File: src/rtl/inbuf_port_arbiter.sv
// Input-buffer BRAM port arbiter: sequences IDLE -> LOAD -> RUN per frame and muxes the single BRAM port
// between the frame loader and the window engine. Optional macro ARB_RR_EN enables round-robin loader writes in RUN.
module inbuf_port_arbiter #(
    parameter int DATA_W = 24,
    parameter int ADDR_W = 17,
    parameter int WIDTH  = 24,
    parameter int HEIGHT = 7
) (
    input  logic              iClk,
    input  logic              iRst,
    input  logic              iEn,
    input  logic              iLdStart,
    input  logic              iLdReq,
    input  logic [ADDR_W-1:0] iLdAddr,
    input  logic [DATA_W-1:0] iLdData,
    output logic              oLdGnt,
    output logic              oWinEn,
    input  logic              iRdCs,
    input  logic [ADDR_W-1:0] iRdAddr,
    output logic [DATA_W-1:0] oRdPixel,
    output logic              oRdValid,
    input  logic              iWinValid,
    output logic              oBramEn,
    output logic              oBramWe,
    output logic [ADDR_W-1:0] oBramAddr,
    output logic [DATA_W-1:0] oBramDin,
    input  logic [DATA_W-1:0] iBramDout,
    output logic              oFrameDone,
    output logic              oBusy,
    output logic              oErr
);
    localparam int DEPTH   = WIDTH * HEIGHT;
    localparam int OUT_CNT = (WIDTH - 2) * (HEIGHT - 2);
    localparam logic [ADDR_W-1:0] DEPTH_A  = ADDR_W'(DEPTH);
    localparam logic [ADDR_W-1:0] LAST_WR  = ADDR_W'(DEPTH - 1);
    localparam logic [ADDR_W-1:0] LAST_OUT = ADDR_W'(OUT_CNT - 1);

    typedef enum logic [1:0] {ST_IDLE = 2'd0, ST_LOAD = 2'd1, ST_RUN = 2'd2} state_t;

    state_t              state_q, state_d;
    logic [ADDR_W-1:0]   wr_cnt_q, wr_cnt_d;
    logic [ADDR_W-1:0]   out_cnt_q, out_cnt_d;
    logic                rd_valid_q, rd_valid_d;
    logic                frame_done_q, frame_done_d;
    logic                err_q, err_d;
    logic                ld_win_s;
    logic                addr_ok_s;
    logic                ld_gnt_s;
    logic                win_en_s;
    logic                bram_en_s;
    logic                bram_we_s;
    logic [ADDR_W-1:0]   bram_addr_s;
    logic [DATA_W-1:0]   bram_din_s;

`ifdef ARB_RR_EN
    // Token is registered so the loader decision never depends on iRdCs.
    logic token_q, token_d;
    localparam logic TOK_RD = 1'b0;
    localparam logic TOK_LD = 1'b1;
    assign ld_win_s = (state_q == ST_RUN) & iLdReq & (token_q == TOK_LD);
`else
    assign ld_win_s = 1'b0;
`endif

    assign addr_ok_s = (iLdAddr < DEPTH_A);

    // Next-state, port mux and counter logic.
    always_comb begin
        state_d      = state_q;
        wr_cnt_d     = wr_cnt_q;
        out_cnt_d    = out_cnt_q;
        rd_valid_d   = 1'b0;
        frame_done_d = 1'b0;
        err_d        = err_q;
        ld_gnt_s     = 1'b0;
        win_en_s     = 1'b0;
        bram_en_s    = 1'b0;
        bram_we_s    = 1'b0;
        bram_addr_s  = {ADDR_W{1'b0}};
        bram_din_s   = {DATA_W{1'b0}};
`ifdef ARB_RR_EN
        token_d      = token_q;
`endif
        case (state_q)
            ST_IDLE: begin
                if (iLdStart) begin
                    state_d   = ST_LOAD;
                    wr_cnt_d  = {ADDR_W{1'b0}};
                    out_cnt_d = {ADDR_W{1'b0}};
`ifdef ARB_RR_EN
                    token_d   = TOK_RD;
`endif
                end else begin
                    state_d = ST_IDLE;
                end
            end
            ST_LOAD: begin
                if (iLdReq) begin
                    ld_gnt_s    = 1'b1;
                    bram_en_s   = addr_ok_s;
                    bram_we_s   = addr_ok_s;
                    bram_addr_s = iLdAddr;
                    bram_din_s  = iLdData;
                    err_d       = err_q | ~addr_ok_s;
                    wr_cnt_d    = wr_cnt_q + {{(ADDR_W-1){1'b0}}, 1'b1};
                    if (wr_cnt_q == LAST_WR) begin
                        state_d = ST_RUN;
                    end else begin
                        state_d = ST_LOAD;
                    end
                end else begin
                    state_d = ST_LOAD;
                end
            end
            ST_RUN: begin
                if (ld_win_s) begin
                    ld_gnt_s    = 1'b1;
                    bram_en_s   = addr_ok_s;
                    bram_we_s   = addr_ok_s;
                    bram_addr_s = iLdAddr;
                    bram_din_s  = iLdData;
                    err_d       = err_q | ~addr_ok_s;
                end else begin
                    win_en_s    = iEn;
                    bram_en_s   = iRdCs & iEn;
                    bram_addr_s = iRdAddr;
                    rd_valid_d  = iRdCs & iEn;
                end
`ifdef ARB_RR_EN
                if (win_en_s) begin
                    token_d = TOK_LD;
                end else if (ld_win_s) begin
                    token_d = TOK_RD;
                end else begin
                    token_d = token_q;
                end
`endif
                if (iWinValid) begin
                    out_cnt_d = out_cnt_q + {{(ADDR_W-1){1'b0}}, 1'b1};
                    if (out_cnt_q == LAST_OUT) begin
                        frame_done_d = 1'b1;
                        state_d      = ST_IDLE;
                    end else begin
                        state_d = ST_RUN;
                    end
                end else begin
                    state_d = ST_RUN;
                end
            end
            default: begin
                state_d = ST_IDLE;
            end
        endcase
    end

    // State and registered-output flops.
    always_ff @(posedge iClk or posedge iRst) begin
        if (iRst) begin
            state_q      <= ST_IDLE;
            wr_cnt_q     <= {ADDR_W{1'b0}};
            out_cnt_q    <= {ADDR_W{1'b0}};
            rd_valid_q   <= 1'b0;
            frame_done_q <= 1'b0;
            err_q        <= 1'b0;
`ifdef ARB_RR_EN
            token_q      <= TOK_RD;
`endif
        end else begin
            state_q      <= state_d;
            wr_cnt_q     <= wr_cnt_d;
            out_cnt_q    <= out_cnt_d;
            rd_valid_q   <= rd_valid_d;
            frame_done_q <= frame_done_d;
            err_q        <= err_d;
`ifdef ARB_RR_EN
            token_q      <= token_d;
`endif
        end
    end

    assign oLdGnt     = ld_gnt_s;
    assign oWinEn     = win_en_s;
    assign oBramEn    = bram_en_s;
    assign oBramWe    = bram_we_s;
    assign oBramAddr  = bram_addr_s;
    assign oBramDin   = bram_din_s;
    assign oRdPixel   = iBramDout;
    assign oRdValid   = rd_valid_q;
    assign oFrameDone = frame_done_q;
    assign oErr       = err_q;
    assign oBusy      = (state_q != ST_IDLE);
endmodule

File: config.mk
export PLATFORM = sky130hd
export DESIGN_NAME = inbuf_port_arbiter
export DESIGN_NICKNAME = d
export VERILOG_FILES = /design/src/rtl/inbuf_port_arbiter.sv
export SDC_FILE = /design/constraint.sdc
export NUM_CORES = 1
export LEC_CHECK = 0
export ABC_AREA = 1
export CORE_MARGIN = 1
export CORE_UTILIZATION = 30
export CTS_BUF_LIST = sky130_fd_sc_hd__clkbuf_4
export DETAILED_ROUTE_END_ITERATION = 6
export HOLD_SLACK_MARGIN = 0.08
export PLACE_DENSITY = 0.68
export SLEW_MARGIN = 20
export SYNTH_ARGS = -nofsm -noshare
export SYNTH_HDL_FRONTEND = slang
export SYNTH_SLANG_ARGS = --single-unit
File: constraint.sdc
create_clock -name iClk -period 1.53 [get_ports iClk]
set_clock_uncertainty 0.05 [all_clocks]
set_input_delay 0.153 -clock iClk [delete_from_list [all_inputs] [get_ports iClk]]
set_output_delay 0.153 -clock iClk [all_outputs]
set_load 0.03 [all_outputs]
==> impl_metrics.py <==
metrics = {
    "global_route": {
        "grt_pass1_wl_um": 15200,
        "grt_antenna_before_repair": 0,
        "grt.total_usage_pct": 18.3,
        "overflow": 0,
        "grt_start_max_net_pins": 40,
        "first_global_vias": 3543,
    },
    "timing": {
        "setup_slack_ps": -420,
        "slew_violations": 0,
        "finalHoldViolCount": 0,
        "finalSetupViolCount": 80,
        "rsz0062_at_grt": "true",
        "tns_ps": -20080,
        "tightest_slew_ps": 363,
        "period_minus_slack_ps": 1950,
        "max_freq_ghz": 0.513,
        "period_share_pct": 127,
        "slew_headroom_pct": 75.6,
    },
    "clock_network": {
        "insertion_delay_ps": 360,
        "clkTransAtPathRegs_ps": 130,
        "cts_tree": "done",
        "cts_root_buf": "clkbuf_4",
        "hold_buffers": 0,
        "numClockSinks": 39,
        "clock_path_buffers": 2,
        "htree_levels": 2,
        "cts_buffers": 5,
    },
    "drt": {
        "wirelength_um": 9500,
        "firstDrtPassIters": 4,
        "ant_nets": 0,
        "drt-initial-drc-count": 157,
        "drc": 0,
        "routed_via_density": 4.67,
        "post_drt_wl_per_cell_um": 12.4,
        "num_vias": 3574,
    },
    "logic_synthesis": {
        "ys_ff_latch": 39,
        "postSynth.topFlopCell": "dfrtp_1",
        "synth_area_leader_cell": "dfrtp_1",
        "yosysMostFrequentCell": "nand2_1",
        "synth_edf_count": 0,
        "yosysWarningCount": 0,
        "netlist_area_um2": 3050,
        "yosys.cell_types.count": 32,
        "yosys-top-cells-count": "134 x nand2_1, 90 x nor2_1, 72 x inv_1",
        "synthTopCellsByArea": "dfrtp_1 32%, nand2_1 16%, nor2_1 11%",
        "yosysTopAreaCellShare_pct": 32.0,
        "syn_area_per_cell_um2": 6.23,
        "ys_seq_area_share_pct": 32.0,
        "syn_nets": 586,
        "async_flop_share_pct": 100,
        "synth_cells": 490,
    },
    "finish": {
        "antenna_cells": 0,
        "final_nets": 727,
        "area_growth_syn_to_layout_pct": 74.2,
        "final_area_um2": 5320,
        "drive_gt1_share_pct": 32.4,
    },
    "placed_design": {
        "portBuffers": 113,
        "place_congestion": 0.849,
        "place_area_um2": 4540,
        "dp_hpwl_um": 6850,
    },
    "die": {
        "core_area_um2": 9820,
        "rows": 36,
        "die_area_um2": 10600,
        "die_height_um": 103,
        "io_pins": 162,
        "die_w_um": 103,
        "initial_core_util_pct": 31.1,
    },
    "setup_path": {
        "r2r_cells": 11,
        "required_ps": 1330,
        "critPathKind": "flip-flop to primary output",
        "r2r_slack_ps": -270,
        "critical_path_arrival_ps": 1750,
        "reg2reg_to": "out_cnt_q[9]",
        "reg2reg_from": "state_q[1]",
        "cp_common_cell": "buf_6",
        "slowest_delay_ps": 420,
        "critPathLaunchType": "flip-flop",
        "end_kind": "primary output",
        "cp_slowest_cell": "dfrtp_1",
        "crit_fanout": 8,
        "crit_chain": "buf_6 -> ha_4 -> nand2_4 -> inv_8 -> buf_8 -> nand2_1 -> a21oi_4 -> buf_6",
    },
    "flow_run": {
        "cap_violations": 0,
    },
    "pwr": {
        "p_per_area_nw_per_um2": 858,
        "leakagePower_nw": 2.54,
        "max-vdd-ir-drop_mv": 0.381,
    },
    "run_status": {
        "violations": "setup timing",
        "status": "finished with violations",
    },
    "min_path": {
        "hold_class": "primary input to async pin",
    },
}
[power breakdown]
part | switching [W] | total, W | internal (W) | leakage, nW
Combinational | 0.00134 | 0.00249 | 0.00115 | 1.99
Clock | 0.000366 | 0.000702 | 0.000336 | 0.0426
Sequential | 0.000183 | 0.00137 | 0.00119 | 0.512
Total | 0.00189 | 0.00457 | 0.00268 | 2.54
[how the worst max path moves through the flow]
stage	from	to	cells past startpoint
6_report	state_q[0]	oBramAddr[1]	8
5_1_grt	state_q[1]	oBramEn	7
4_1_cts	state_q[1]	oBramAddr[3]	7
3_5_place_dp	state_q[0]	out_cnt_q[9]	8
3_3_place_gp	state_q[0]	out_cnt_q[9]	8
2_1_floorplan	state_q[1]	oBramDin[10]	5
[placed cells by master (no fill, tap or decap), types with 2 or more instances in the layout]
master / instances
nor3_4: 2
nand2_4: 10
a21oi_1: 10
o21ai_0: 3
clkinv_2: 2
a21oi_2: 3
dlygate4sd2_1: 3
nor3_1: 8
nand4_1: 12
ha_4: 4
inv_1: 66
nand3_1: 16
buf_6: 36
nand3_2: 6
buf_12: 6
o21ai_1: 5
ha_1: 3
nor2_2: 6
clkbuf_4: 5
dfrtp_1: 39
nor2_1: 81
o21ai_2: 6
nand3_4: 2
inv_2: 6
nand2_1: 110
a21oi_4: 18
nor2_4: 6
nand2_2: 19
clkdlybuf4s50_1: 64
buf_4: 55
[final cells by class]
type	count	area [um^2]
repair buffers	167	1680
clock buffers	5	37.5
multi-input cells	342	2110
well taps	133	166
flip-flops and latches	39	976
inverters	76	309
fillers	877	4500
clock inverters	3	38.8
[sequential cells by signal (all words and copies together) (netlist names)]
register / count
oFrameDone: 1
out_cnt_q: 17
oRdValid: 1
state_q: 2
wr_cnt_q: 17
oErr: 1
[cell families (layout without fill, tap and decap cells)]
kind of cell | after synthesis | in the layout | share of synthesized area (%)
xor gates and xnor gates | 1 | 1 | 0.287
and+or+nand+nor | 283 | 284 | 39.2
adders and majority gates | 7 | 7 | 2.87
DFF | 39 | 39 | 32.0
buffers and inverters | 110 | 251 | 17.1
AOI/OAI and AO/OA | 50 | 50 | 8.57
[layer usage]
| layer | global-route usage, % | wire [um] | part of all wire (%) |
|---|---|---|---|
| met3 | 4.07 | 826 | 8.7 |
| met2 | 33.7 | 4590 | 48 |
| met5 | 0 | 0 | 0 |
| met4 | 7.58 | 251 | 2.6 |
| met1 | 20.3 | 3830 | 40 |
[stage by stage]
stage	setup slack [ps]	power [W]	hold WS [ps]	cells	util (%)
after floorplan	-61.0	0.00266	267	490	-
after global placement	-175	0.00328	256	738	46.3
after detailed placement	-236	0.00332	256	738	46.3
after CTS	-413	0.00445	86.2	763	52.7
after global routing	-513	0.00486	109	765	54.2
final	-420	0.00457	87.6	765	54.2
[worst max-delay path, delay by kind of cell, from the launching register on]
kind / cells / cell delay, ps
adders and majority gates: 1 / 140
DFF: 1 / 420
AOI/OAI and AO/OA: 1 / 140
buffers and inverters: 4 / 510
and+or+nand+nor: 2 / 170
[what timing repair did]
action	in CTS	in global routing
gates cloned	3	0
setup buffers	14	4
resized for setup	107	41
pin swaps	14	11
setup endpoints to repair	84	82
No activity file was read; power rests on OpenSTA's default activity.
